===== src/rtl/mem_arbiter_pkg.sv =====
// Shared types for the two-requester memory arbiter.
//   mtrans_t     : 32-bit memory data word
//   addr_t       : 32-bit byte address
//   mreq_t       : request payload {a, we, be, d}
//   owner_e      : which requester owns the outstanding transaction
//   arb_state_e  : arbiter FSM state
package mem_arbiter_pkg;

  typedef logic [31:0] mtrans_t;
  typedef logic [31:0] addr_t;

  typedef struct packed {
    addr_t      a;
    logic       we;
    logic [3:0] be;
    mtrans_t    d;
  } mreq_t;

  typedef enum logic {
    OWN_IF = 1'b0,
    OWN_LS = 1'b1
  } owner_e;

  typedef enum logic {
    ARB_IDLE = 1'b0,
    ARB_BUSY = 1'b1
  } arb_state_e;

endpackage


===== src/rtl/mem_arbiter.sv =====
// Arbitrates instruction-fetch (IF) and load/store (LS) requests onto one memory port,
// with at most one transaction outstanding. LS wins contested arbitration unless IF has
// lost STARVE_LIMIT contested rounds in a row. A stalled grant is locked until accepted.
// Ports:
//   clk, rst            : clock, asynchronous active-low reset
//   i_if_req_* / o_if_req_ready   : fetch request (valid/ready/data)
//   o_if_resp_* / i_if_resp_ready : fetch response
//   i_ls_req_* / o_ls_req_ready   : load/store request
//   o_ls_resp_* / i_ls_resp_ready : load/store response
//   o_mem_req_* / i_mem_req_ready : shared memory request
//   i_mem_resp_* / o_mem_resp_ready : shared memory response
module mem_arbiter
  import mem_arbiter_pkg::*;
#(
  parameter int unsigned STARVE_LIMIT = 4
) (
  input  logic    clk,
  input  logic    rst,

  input  logic    i_if_req_valid,
  output logic    o_if_req_ready,
  input  mreq_t   i_if_req_data,
  output logic    o_if_resp_valid,
  input  logic    i_if_resp_ready,
  output mtrans_t o_if_resp_data,

  input  logic    i_ls_req_valid,
  output logic    o_ls_req_ready,
  input  mreq_t   i_ls_req_data,
  output logic    o_ls_resp_valid,
  input  logic    i_ls_resp_ready,
  output mtrans_t o_ls_resp_data,

  output logic    o_mem_req_valid,
  input  logic    i_mem_req_ready,
  output mreq_t   o_mem_req_data,
  input  logic    i_mem_resp_valid,
  output logic    o_mem_resp_ready,
  input  mtrans_t i_mem_resp_data
);

  localparam int unsigned CntW = $clog2(STARVE_LIMIT + 1);
  localparam logic [CntW-1:0] LimitCnt = CntW'(STARVE_LIMIT);

  arb_state_e      r_state,      w_state_nxt;
  owner_e          r_owner,      w_owner_nxt;
  logic            r_lock,       w_lock_nxt;
  owner_e          r_lock_owner, w_lock_owner_nxt;
  logic [CntW-1:0] r_starve_cnt, w_starve_cnt_nxt;

  owner_e w_winner;
  logic   w_win_valid;
  logic   w_idle;
  logic   w_busy;
  logic   w_req_fire;
  logic   w_resp_fire;

  // Outputs are gated by rst so everything reads 0 while reset is held.
  assign w_idle = rst && (r_state == ARB_IDLE);
  assign w_busy = rst && (r_state == ARB_BUSY);

  // Winner selection; a locked grant overrides fresh arbitration.
  always_comb begin
    w_winner = OWN_LS;
    if (r_lock) begin
      w_winner = r_lock_owner;
    end else if (i_if_req_valid && i_ls_req_valid) begin
      w_winner = (r_starve_cnt == LimitCnt) ? OWN_IF : OWN_LS;
    end else if (i_if_req_valid) begin
      w_winner = OWN_IF;
    end
  end

  assign w_win_valid = (w_winner == OWN_IF) ? i_if_req_valid : i_ls_req_valid;

  // Request side: inline grant mux.
  assign o_mem_req_valid = w_idle && w_win_valid;
  assign o_mem_req_data  = (w_winner == OWN_IF) ? i_if_req_data : i_ls_req_data;
  assign o_if_req_ready  = w_idle && (w_winner == OWN_IF) && i_mem_req_ready;
  assign o_ls_req_ready  = w_idle && (w_winner == OWN_LS) && i_mem_req_ready;
  assign w_req_fire      = o_mem_req_valid && i_mem_req_ready;

  // Response side: only the owner sees the memory response, and only while BUSY.
  assign o_if_resp_valid  = w_busy && (r_owner == OWN_IF) && i_mem_resp_valid;
  assign o_ls_resp_valid  = w_busy && (r_owner == OWN_LS) && i_mem_resp_valid;
  assign o_if_resp_data   = i_mem_resp_data;
  assign o_ls_resp_data   = i_mem_resp_data;
  assign o_mem_resp_ready = w_busy &&
                            ((r_owner == OWN_IF) ? i_if_resp_ready : i_ls_resp_ready);
  assign w_resp_fire      = o_mem_resp_ready && i_mem_resp_valid;

  always_comb begin
    w_state_nxt      = r_state;
    w_owner_nxt      = r_owner;
    w_starve_cnt_nxt = r_starve_cnt;
    // Lock only while the winner is presenting and stalled; a dropped valid releases it.
    w_lock_nxt       = o_mem_req_valid && !i_mem_req_ready;
    w_lock_owner_nxt = w_lock_nxt ? w_winner : r_lock_owner;

    unique case (r_state)
      ARB_IDLE: begin
        if (w_req_fire) begin
          w_state_nxt = ARB_BUSY;
          w_owner_nxt = w_winner;
          if (w_winner == OWN_IF) begin
            w_starve_cnt_nxt = '0;
          end else if (i_if_req_valid && (r_starve_cnt != LimitCnt)) begin
            w_starve_cnt_nxt = r_starve_cnt + CntW'(1);
          end
        end
      end
      ARB_BUSY: begin
        if (w_resp_fire) begin
          w_state_nxt = ARB_IDLE;
        end
      end
      default: w_state_nxt = ARB_IDLE;
    endcase
  end

  always_ff @(posedge clk or negedge rst) begin
    if (!rst) begin
      r_state      <= ARB_IDLE;
      r_owner      <= OWN_IF;
      r_lock       <= 1'b0;
      r_lock_owner <= OWN_IF;
      r_starve_cnt <= '0;
    end else begin
      r_state      <= w_state_nxt;
      r_owner      <= w_owner_nxt;
      r_lock       <= w_lock_nxt;
      r_lock_owner <= w_lock_owner_nxt;
      r_starve_cnt <= w_starve_cnt_nxt;
    end
  end

endmodule

===== config.mk =====
export PLATFORM = sky130hd
export DESIGN_NAME = mem_arbiter
export DESIGN_NICKNAME = d
export VERILOG_FILES = /design/src/rtl/mem_arbiter_pkg.sv /design/src/rtl/mem_arbiter.sv
export SDC_FILE = /design/constraint.sdc
export NUM_CORES = 1
export LEC_CHECK = 0
export ABC_AREA = 1
export BUFFER_PORTS_ARGS = -buffer_cell sky130_fd_sc_hd__buf_2
export CORE_AREA = 4 4 122 124
export DETAILED_ROUTE_END_ITERATION = 6
export DIE_AREA = 0 0 126 128
export PLACE_DENSITY = 0.44
export SLEW_MARGIN = 40
export SYNTH_ARGS = -nofsm -noshare
export SYNTH_HDL_FRONTEND = slang
export SYNTH_SLANG_ARGS = --single-unit

===== constraint.sdc =====
create_clock -name clk -period 1.56 [get_ports clk]
set_clock_uncertainty 0.15 [all_clocks]
set_input_delay 0.312 -clock clk [delete_from_list [all_inputs] [get_ports clk]]
set_output_delay 0.312 -clock clk [all_outputs]
set_load 0.05 [all_outputs]

* Word-level counts from Yosys, hierarchy flattened
Index checks and enable logic that the tools add are counted.
** Storage, ports and cells
- Register bits after elaboration :: 7
- Bits of input ports :: 178
** Cells by class
- $add $sub $neg :: 1
- Equality and inequality tests :: 3
- Mux-type cells :: 12
- Bitwise logic cells :: 3
- Reduce and logical (&&, ||, !) cells :: 20
** Operators by type and width (number)
- 69-bit two-way mux :: 1
- 1-bit logical AND :: 17
- 1-bit two-way mux :: 8
- 3-bit two-way mux :: 2
- 3-bit by 1-bit adder with 3-bit output, second input constant :: 1
- 3-bit == test, second input constant :: 1
- 3-bit inequality test, second input constant :: 1
- 1-bit inverter :: 3
- 3-bit AND reduction :: 1
- 2-bit by 1-bit inequality test with 1-bit output, second input constant :: 1
- 1-bit one-hot mux with 2 select lines :: 1
- 2-bit AND reduction :: 1
- 1-bit zero test :: 1

* Depth between registers and ports, before layout
Gate-level depths: netlist (run 1).
- Depth in word-level cells :: 9
- Mapped depth :: 11

* Worst setup path after synthesis (run 1)
No wires, ideal clock.
- Path kind :: register to output
- Start point :: register r_starve_cnt[0]
- End point :: output port o_ls_req_ready
- Arrival :: 1.989 ns
- Data required time :: 1.098 ns
- Path slack :: -0.891 ns
- Stages on the path, launching flop included :: 10
- Path buffers :: 2
- Path through :: dfrtp_1 -> inv_1 -> ha_1 -> nand2_1 -> nand2_1 -> nand2_2 -> nand2_2 -> buf_6 -> buf_6 -> nor4_2
** Between the ends
- Word-level cells in the longest chain between the ends :: 6
** RTL lines
- start: declaration :: line mem_arbiter.sv:49 : logic [CntW-1:0] r_starve_cnt, w_starve_cnt_nxt;
- start signal: assignment :: line mem_arbiter.sv:133 : r_starve_cnt <= w_starve_cnt_nxt;
- 3-bit == test :: line mem_arbiter.sv:68 : w_winner = (r_starve_cnt == LimitCnt) ? OWN_IF : OWN_LS;
- 1-bit two-way mux :: line mem_arbiter.sv:68
- 1-bit two-way mux :: line mem_arbiter.sv:67 : end else if (i_if_req_valid && i_ls_req_valid) begin
- 1-bit two-way mux :: line mem_arbiter.sv:65 : if (r_lock) begin
- 1-bit logical AND (2 in a row) :: line mem_arbiter.sv:80 : assign o_ls_req_ready = w_idle && (w_winner == OWN_LS) && i_mem_req_ready;
- end: declaration :: line mem_arbiter.sv:28 : output logic o_ls_req_ready,
No other way between the ends.

==> impl_metrics.json, run 1 <==
{
  "comb_power_share_pct": 85.2,
  "avgSynthCellArea_um2": 5.34,
  "power_density_nw_per_um2": 1050,
  "clock_sinks": 7,
  "fin_ws_ns": -0.669,
  "critPathKind": "reg2out",
  "synth-adder-area-share_pct": 1.34,
  "cp_max_fo": 38,
  "dieArea_um2": 16100,
  "seqCellArea_um2": 176,
  "grt_max_degree": 39,
  "grt_pass1_vias": 2830,
  "p_int_mw": 2.49,
  "yosysWarnings": 0,
  "final_max_slew_viol_count": 0,
  "die_x_um": 126,
  "vias": 2785,
  "status": "complete, but fails checks",
  "fill_cells": 1372,
  "end_kind": "output port",
  "setup_tns_ns": -46.72,
  "first_pass_iters": 4,
  "drcViolationCount": 0,
  "drive_above_1_share_pct": 77.9,
  "clock_latency_ns": 0.23,
  "path_cells": "inv_2, ha_4, nand2_4, nand2_4, nand2_4, nand2_8, buf_16, nand2_1, nand2_4, buf_4",
  "vdd_drop_max_v": 0.000331,
  "synth_compound_area_share_pct": 0.537,
  "multi_input_area_um2": 2140,
  "antenna_cells": 0,
  "timing.final.hold_violations": 0,
  "period_needed_ns": 2.23,
  "syn2layout_area_growth_pct": 168,
  "place_area_um2": 3580,
  "max_stage_delay_ns": 0.38,
  "path_buf_inv": 3,
  "cp_slowest_cell": "dfrtp_1",
  "hold_path.class": "in2reg",
  "drv_cap": 0,
  "synth_top_family_by_area": "simple AND/OR/NAND/NOR gates",
  "failed_checks": "negative setup slack",
  "leakagePower_nw": 2.63,
  "grt_pass1_wl_mm": 13.2,
  "worstPathArrival_ns": 1.77,
  "max_clock_freq_mhz": 449,
  "initial_core_util_pct": 13.5,
  "postRouteAntennaNets": 0,
  "io_buffers": 220,
  "ctsRootBufferMaster": "clkbuf_16",
  "grt_use_total_pct": 9.82,
  "synth_area_um2": 1860,
  "synthesis.nets": 529,
  "syn_inst": 349,
  "ys_types": 20,
  "yosys.area_share.simple_pct": 53.8,
  "r2r_setup_slack_ns": -0.38,
  "drtIter0Drc": 30,
  "grt-ovfl-total": 0,
  "cts_tree": "built",
  "ys_seq_area_share_pct": 9.40,
  "grt_antenna_before_repair": 0,
  "rsz0062_at_grt": "true",
  "swShare_pct": 52.5,
  "dp.cells": 687,
  "cts.clk_slew.worst_paths_ns": 0.03,
  "core_area_um2": 13800,
  "pin_count": 317,
  "synth-seq-cells": 7,
  "seq_power_share_pct": 6.6,
  "muxShareOfSynthArea_pct": 0,
  "required_ns": 1.10,
  "power_switching_mw": 2.75,
  "cts_buffer_depth": 2,
  "num_rows": 43,
  "gp_congestion": 0.771,
  "p_clk_share_pct": 8.2,
  "setup_viol": 82,
  "crit_top_cell": "nand2_4",
  "finalInstanceArea_um2": 5000,
  "hold_slack_ns": 0.203,
  "htreeDepth": 1,
  "start_kind": "register",
  "wl_per_cell_um": 13.7,
  "wl_mm": 9.81,
  "tightest_slew_ns": 0.327,
  "synth_xor_area_share_pct": 0.470,
  "die_h_um": 128,
  "fin_nets": 716,
  "period_share_pct": 143,
  "numCtsBuffers": 3,
  "dpl.hpwl_mm": 6.51,
  "relSlewSlack_pct": 78.2,
  "layout.cells.non_filler": 715,
  "finalPower_mw": 5.24,
  "avgViaCountPerCell": 3.90,
  "cp_top_family": "simple AND/OR/NAND/NOR gates"
}
==> worst reg2reg max path, delay by kind of cell, from the launching register on <==
| family | cells | cell delay (ns) |
|---|---|---|
| fa+ha+maj | 1 | 0.13 |
| simple gates | 9 | 0.71 |
| buf+inv | 3 | 0.45 |
| flops | 1 | 0.38 |
==> flip-flops by register name, summed over array words and instances (netlist names) <==
| signal | flops |
|---|---|
| r_starve_cnt | 3 |
| r_lock_owner | 1 |
| r_owner | 1 |
| r_lock | 1 |
| r_state | 1 |
==> synth_stat cells <==
cell       n  area, um2
nor2_2     2       12.5
nor3b_1    1       7.51
nor4_2     2       25.0
ha_1       2       25.0
xnor2_1    1       8.76
nand2_1  226        848
buf_6      8       90.1
buf_2      7       35.0
nor2_1     3       11.3
inv_1      8       30.0
nand4_1    5       31.3
nor3_1     1       5.00
dfrtp_1    7        175
inv_2      2       7.51
nand2_4    1       11.3
nand3_1    1       5.00
buf_4     64        480
nand3_2    2       20.0
nand2_2    4       25.0
o21ai_1    2       10.0
==> worst paths after layout <==
kind | start | to | depth (start not counted)
max in group asynchronous | rst | r_state | 3
setup reg to reg | r_starve_cnt[0] | r_starve_cnt[2] | 13
hold / removal | i_mem_resp_valid | r_state | 4
setup / recovery | r_starve_cnt[0] | o_mem_req_data[3] | 10
hold reg to reg | r_lock_owner | r_lock_owner | 2
min in group asynchronous | rst | r_lock | 3
==> per-layer routing <==
layer	up-vias	share of wire [%]	track usage (%)
met3	14	8.3	1.96
met2	156	56	19.1
met1	1252	34	10.9
met5	-	0	0
met4	0	1.2	2.52
li1	1363	-	-
==> power groups by stage <==
stage,clock network [mW],registers [mW],logic [mW]
CTS,0.438,0.341,3.96
detailed placement,0,0.335,3.15
global route,0.453,0.361,4.70
finish,0.427,0.348,4.46
floorplan,0,0.331,2.90
global placement,0,0.335,3.13
==> layout by cell type, fill, tap and decap left out, types with 9 or more instances in the layout <==
cell type and instances:
buf_6 33, buf_8 35, nand2_8 18, nand2_1 92
buf_2 145, buf_16 9, buf_4 28, clkbuf_16 9
nand2_2 28, nand2_4 93
==> logic make-up after synthesis <==
kind of cell | after synthesis
and+or+nand+nor | 248
buffers and inverters | 89
adders and majority gates | 2
xor gates and xnor gates | 1
DFF | 7
AOI/OAI and AO/OA | 2
==> area by class of cell <==
type / instances / share of cell area [%]
multi-input combinational: 253 / 42.9
inverter: 10 / 1.08
timing repair buffer: 261 / 46.4
clock buffer: 4 / 1.58
tap: 180 / 4.50
sequential: 7 / 3.53
==> through the flow <==
stage	util [%]	worst slack, ns
after floorplan	-	-0.566
after global placement	26.0	-0.507
after detailed placement	26.0	-0.524
after CTS	32.1	-0.700
after global routing	36.3	-0.757
final	36.3	-0.669
==> what timing repair did <==
item / 4_1_cts / 5_1_grt
setup buffers: 5 / 6
cloned: 6 / 8
gates resized for setup: 171 / 95
hold buffers: 1 / 0
endpoints found under the hold margin: 7 / 0
setup endpoints to repair: 82 / 82
pin swaps: 0 / 7
(Power assumes the default switching activity.)
==> run 2: changes to the inputs <==
Settings changed: CORE_AREA 4 4 122 124 to 4 4 121 123, DIE_AREA 0 0 126 128 to 0 0 125 127, PLACE_DENSITY 0.44 to 0.43.
Clock period 1.56 ns to 2.8 ns, I/O delays scaled along.
==> impl_metrics.json, run 2 (synthesized netlist as in run 1, its figures left out) <==
{
  "fill_cells": 1590,
  "initial_core_util_pct": 13.6,
  "max_clock_freq_mhz": 380,
  "cts.clk_slew.worst_paths_ns": 0.03,
  "crit_top_cell": "nand2_1",
  "syn2layout_area_growth_pct": 57.6,
  "vdd_drop_max_v": 0.000225,
  "relSlewSlack_pct": 82.6,
  "ctsRootBufferMaster": "clkbuf_16",
  "status": "finished clean",
  "vias": 2476,
  "path_buf_inv": 4,
  "period_share_pct": 94.0,
  "drive_above_1_share_pct": 48.4,
  "post_cts_buffers": 0,
  "cts_buffer_depth": 2,
  "core_area_um2": 13700,
  "setup_viol": 0,
  "wl_mm": 8.16,
  "postRouteAntennaNets": 0,
  "power_density_nw_per_um2": 646,
  "final_cell_mix": "nand2_1 (226), buf_2 (193), clkbuf_4 (19)",
  "max_stage_delay_ns": 0.38,
  "grt_max_degree": 39,
  "io_buffers": 220,
  "die_x_um": 125,
  "drv_cap": 0,
  "dpl.hpwl_mm": 6.75,
  "first_pass_iters": 4,
  "avgViaCountPerCell": 3.64,
  "htreeDepth": 1,
  "cts_tree": "built",
  "gp_congestion": 0.747,
  "layout.cells.non_filler": 680,
  "drcViolationCount": 0,
  "die_h_um": 127,
  "grt_use_total_pct": 8.74,
  "fin_nets": 681,
  "grt_antenna_before_repair": 0,
  "num_rows": 43,
  "period_needed_ns": 2.63,
  "rsz0062_at_grt": "false",
  "antenna_cells": 0,
  "tightest_slew_ns": 0.262,
  "grt_pass1_wl_mm": 11.5,
  "critPathKind": "reg2out",
  "required_ns": 2.09,
  "pin_count": 317,
  "end_kind": "output port",
  "cp_max_fo": 34,
  "hold_path.class": "in2async",
  "timing.final.hold_violations": 0,
  "finalPower_mw": 1.90,
  "dieArea_um2": 15900,
  "clock_latency_ns": 0.23,
  "setup_tns_ns": 0,
  "regMostFlops": "r_starve_cnt",
  "start_kind": "register",
  "wl_per_cell_um": 12.0,
  "clock_sinks": 7,
  "numCtsBuffers": 3,
  "drtIter0Drc": 79,
  "grt_pass1_vias": 2256,
  "worstPathArrival_ns": 1.92,
  "ctsHoldBuffers": 0,
  "final_max_slew_viol_count": 0,
  "largest_register_ff_count": 3,
  "grt-ovfl-total": 0,
  "cp_top_family": "buffers and inverters",
  "dp.cells": 675,
  "cts_resized": 0,
  "path_cells": "inv_1, ha_1, nand2_1, nand2_1, nand2_2, nand2_4, inv_4, buf_12, nand2_1, nand2_1, buf_2",
  "layout_commonest_cell": "nand2_1",
  "cp_slowest_cell": "dfrtp_1",
  "leakagePower_nw": 1.88
}
-- run 2: report_power, final --
part / leakage, nW / switching [mW] / internal [mW]
logic: 1.76 / 1.04 / 0.436
clock network: 0.0382 / 0.0490 / 0.189
registers: 0.0898 / 0.0416 / 0.139
-- run 2: metal layers --
metal	wire length, um	GRT usage [%]	vias to the layer above
met2	3870	14.9	158
met1	3150	10.5	1004
met5	0	0	-
met3	904	2.68	28
li1	-	-	1286
met4	238	2.93	0
-- run 2: cell type report --
type	instances	area, um2	area share, %
well taps	180	225	7.67
repair buffers	226	1370	46.6
inverters	10	40.0	1.36
clock buffers	4	78.8	2.68
flip-flops and latches	7	175	5.96
multi-input cells	253	1050	35.8
-- run 2: path summary, 6_finish.rpt --
path / from / end / slack, ns / cells past startpoint
min in group clk: r_lock_owner / r_lock_owner / 0.34 / 2
min reg2reg: r_lock_owner / r_lock_owner / 0.34 / 2
min: rst / r_lock_owner / 0.03 / 1
max: r_starve_cnt[0] / o_mem_req_data[27] / 0.17 / 11
max in group asynchronous: rst / r_starve_cnt[1] / 2.28 / 1
max reg2reg: r_starve_cnt[0] / r_starve_cnt[0] / 1.11 / 10
-- run 2: per-stage QoR --
stage          setup slack, ns  hold WS [ns]  instance area (um2)  utilization [%]
4_1_cts                 0.0438        0.0388                 2850             20.8
3_5_place_dp             0.200         0.279                 2770             20.3
5_1_grt                 0.0334        0.0532                 2940             21.5
3_3_place_gp             0.206         0.282                 2770             20.3
2_1_floorplan            0.101         0.114                 1860                -
6_report                 0.168        0.0342                 2940             21.5
==> run 3: changes to the inputs <==
Settings changed: CORE_AREA 4 4 121 123 to 10 10 114 116, DIE_AREA 0 0 125 127 to 0 0 124 126, PLACE_DENSITY 0.43 to 0.52.
==> impl_metrics.json, run 3 (synthesized netlist as in run 1, its figures left out) <==
{
  "relSlewSlack_pct": 83.1,
  "period_share_pct": 94.7,
  "drv_cap": 0,
  "timing.final.hold_violations": 0,
  "pin_count": 317,
  "wl_mm": 8.93,
  "core_area_um2": 10700,
  "grt_pass1_vias": 2551,
  "ctsRootBufferMaster": "clkbuf_8",
  "fin_ws_ns": 0.149,
  "final_max_slew_viol_count": 0,
  "dpl.hpwl_mm": 7.45,
  "dieArea_um2": 15600,
  "final_cell_mix": "nand2_1 (226), buf_2 (177), clkbuf_4 (37)",
  "die_x_um": 124,
  "cts.clk_slew.worst_paths_ns": 0.04,
  "max_stage_delay_ns": 0.39,
  "start_kind": "register",
  "path_cells": "inv_1, ha_1, nand2_1, nand2_1, nand2_2, nand2_2, inv_2, clkbuf_16, nand2_1, nand2_1, buf_2",
  "layout_commonest_cell": "nand2_1",
  "cts_buffer_depth": 2,
  "drcViolationCount": 0,
  "clock_sinks": 7,
  "post-place-ws_ns": 0.313,
  "syn2layout_area_growth_pct": 50.8,
  "grt-ovfl-total": 0,
  "power_density_nw_per_um2": 633,
  "fin_nets": 679,
  "max_clock_freq_mhz": 377,
  "antenna_cells": 0,
  "avgViaCountPerCell": 3.95,
  "critPathKind": "reg2out",
  "setup_viol": 0,
  "postRouteAntennaNets": 0,
  "grt_antenna_before_repair": 0,
  "grt_pass1_wl_mm": 12.9,
  "io_buffers": 220,
  "clock_latency_ns": 0.23,
  "first_pass_iters": 4,
  "cts_tree": "built",
  "htreeDepth": 1,
  "crit_top_cell": "nand2_1",
  "gp_congestion": 0.866,
  "post_cts_buffers": 0,
  "drive_above_1_share_pct": 48.4,
  "regMostFlops": "r_starve_cnt",
  "setup_tns_ns": 0,
  "largest_register_ff_count": 3,
  "required_ns": 2.09,
  "hold_path.class": "in2async",
  "leakagePower_nw": 1.85,
  "status": "finished clean",
  "worstPathArrival_ns": 1.94,
  "fill_cells": 1218,
  "cp_max_fo": 36,
  "tightest_slew_ns": 0.254,
  "cp_slowest_cell": "dfrtp_1",
  "period_needed_ns": 2.65,
  "grt_max_degree": 73,
  "vias": 2521,
  "fin_util_pct": 26.3,
  "rsz0062_at_grt": "false",
  "initial_core_util_pct": 17.4,
  "drtIter0Drc": 108,
  "wl_per_cell_um": 14.0,
  "hold_slack_ns": 0.0300,
  "end_kind": "output port",
  "ctsHoldBuffers": 0,
  "cp_top_family": "buffers and inverters",
  "vdd_drop_max_v": 0.000357,
  "die_h_um": 126,
  "path_buf_inv": 4,
  "num_rows": 38,
  "numCtsBuffers": 3,
  "grt_use_total_pct": 9.82
}
[run 3: changes by cell type in the layout (fill, tap and decap cells not counted), sizes merged]
cell    delta
clkbuf    +17
clkinv     +1
buf       -20
[run 3: timing repair]
| action | 4_1_cts | 5_1_grt |
|---|---|---|
| resized for setup | 0 | 43 |
| endpoints found under the setup margin | 0 | 69 |
| endpoints found under the hold margin | 0 | 0 |
[run 3: area by class of cell]
class	count	area, um2	area share, %
Tap cell	140	175	6.23
Clock inverter	1	5.00	0.178
Clock buffer	3	41.3	1.47
Timing Repair Buffer	224	1330	47.4
Inverter	10	37.5	1.34
Multi-Input combinational cell	253	1050	37.2
Sequential cell	7	175	6.23
[run 3: final timing paths]
kind                            startpoint                 to  cells after the start  slack (ns)
max in group asynchronous              rst    r_starve_cnt[0]                      1        2.28
min reg2reg                   r_lock_owner       r_lock_owner                      2        0.35
max                        r_starve_cnt[0]  o_mem_req_data[4]                     11        0.15
min                                    rst             r_lock                      1        0.03
min in group clk              r_lock_owner       r_lock_owner                      2        0.35
max reg2reg                r_starve_cnt[0]    r_starve_cnt[1]                     12        0.95
[run 3: worst register-to-register path, delay by kind of cell (launching register included)]
| family | cells | cell delay (ns) |
|---|---|---|
| and+or+nand+nor | 9 | 0.79 |
| DFF | 1 | 0.40 |
| buffers and inverters | 2 | 0.26 |
| adders and majority gates | 1 | 0.14 |
[run 3: where the power goes]
| group | internal [mW] | switching [mW] | leakage, nW | total (mW) |
|---|---|---|---|---|
| Sequential | 0.139 | 0.0444 | 0.0898 | 0.184 |
| Clock | 0.0965 | 0.0470 | 0.0255 | 0.144 |
| Combinational | 0.418 | 1.03 | 1.73 | 1.45 |
[run 3: through the flow]
step / instances / instance area [um2] / power [mW]
after floorplan: 349 / 1860 / 1.45
after global placement: 633 / 2640 / 1.57
after detailed placement: 633 / 2640 / 1.58
after CTS: 637 / 2690 / 1.73
after global routing: 638 / 2810 / 1.91
final: 638 / 2810 / 1.78
[run 3: metal layers]
metal  part of all wire [%]  GRT usage, %
met1                     34          10.1
met2                     52          18.0
met3                     12          3.98
met4                    1.9          2.30
met5                      0             0
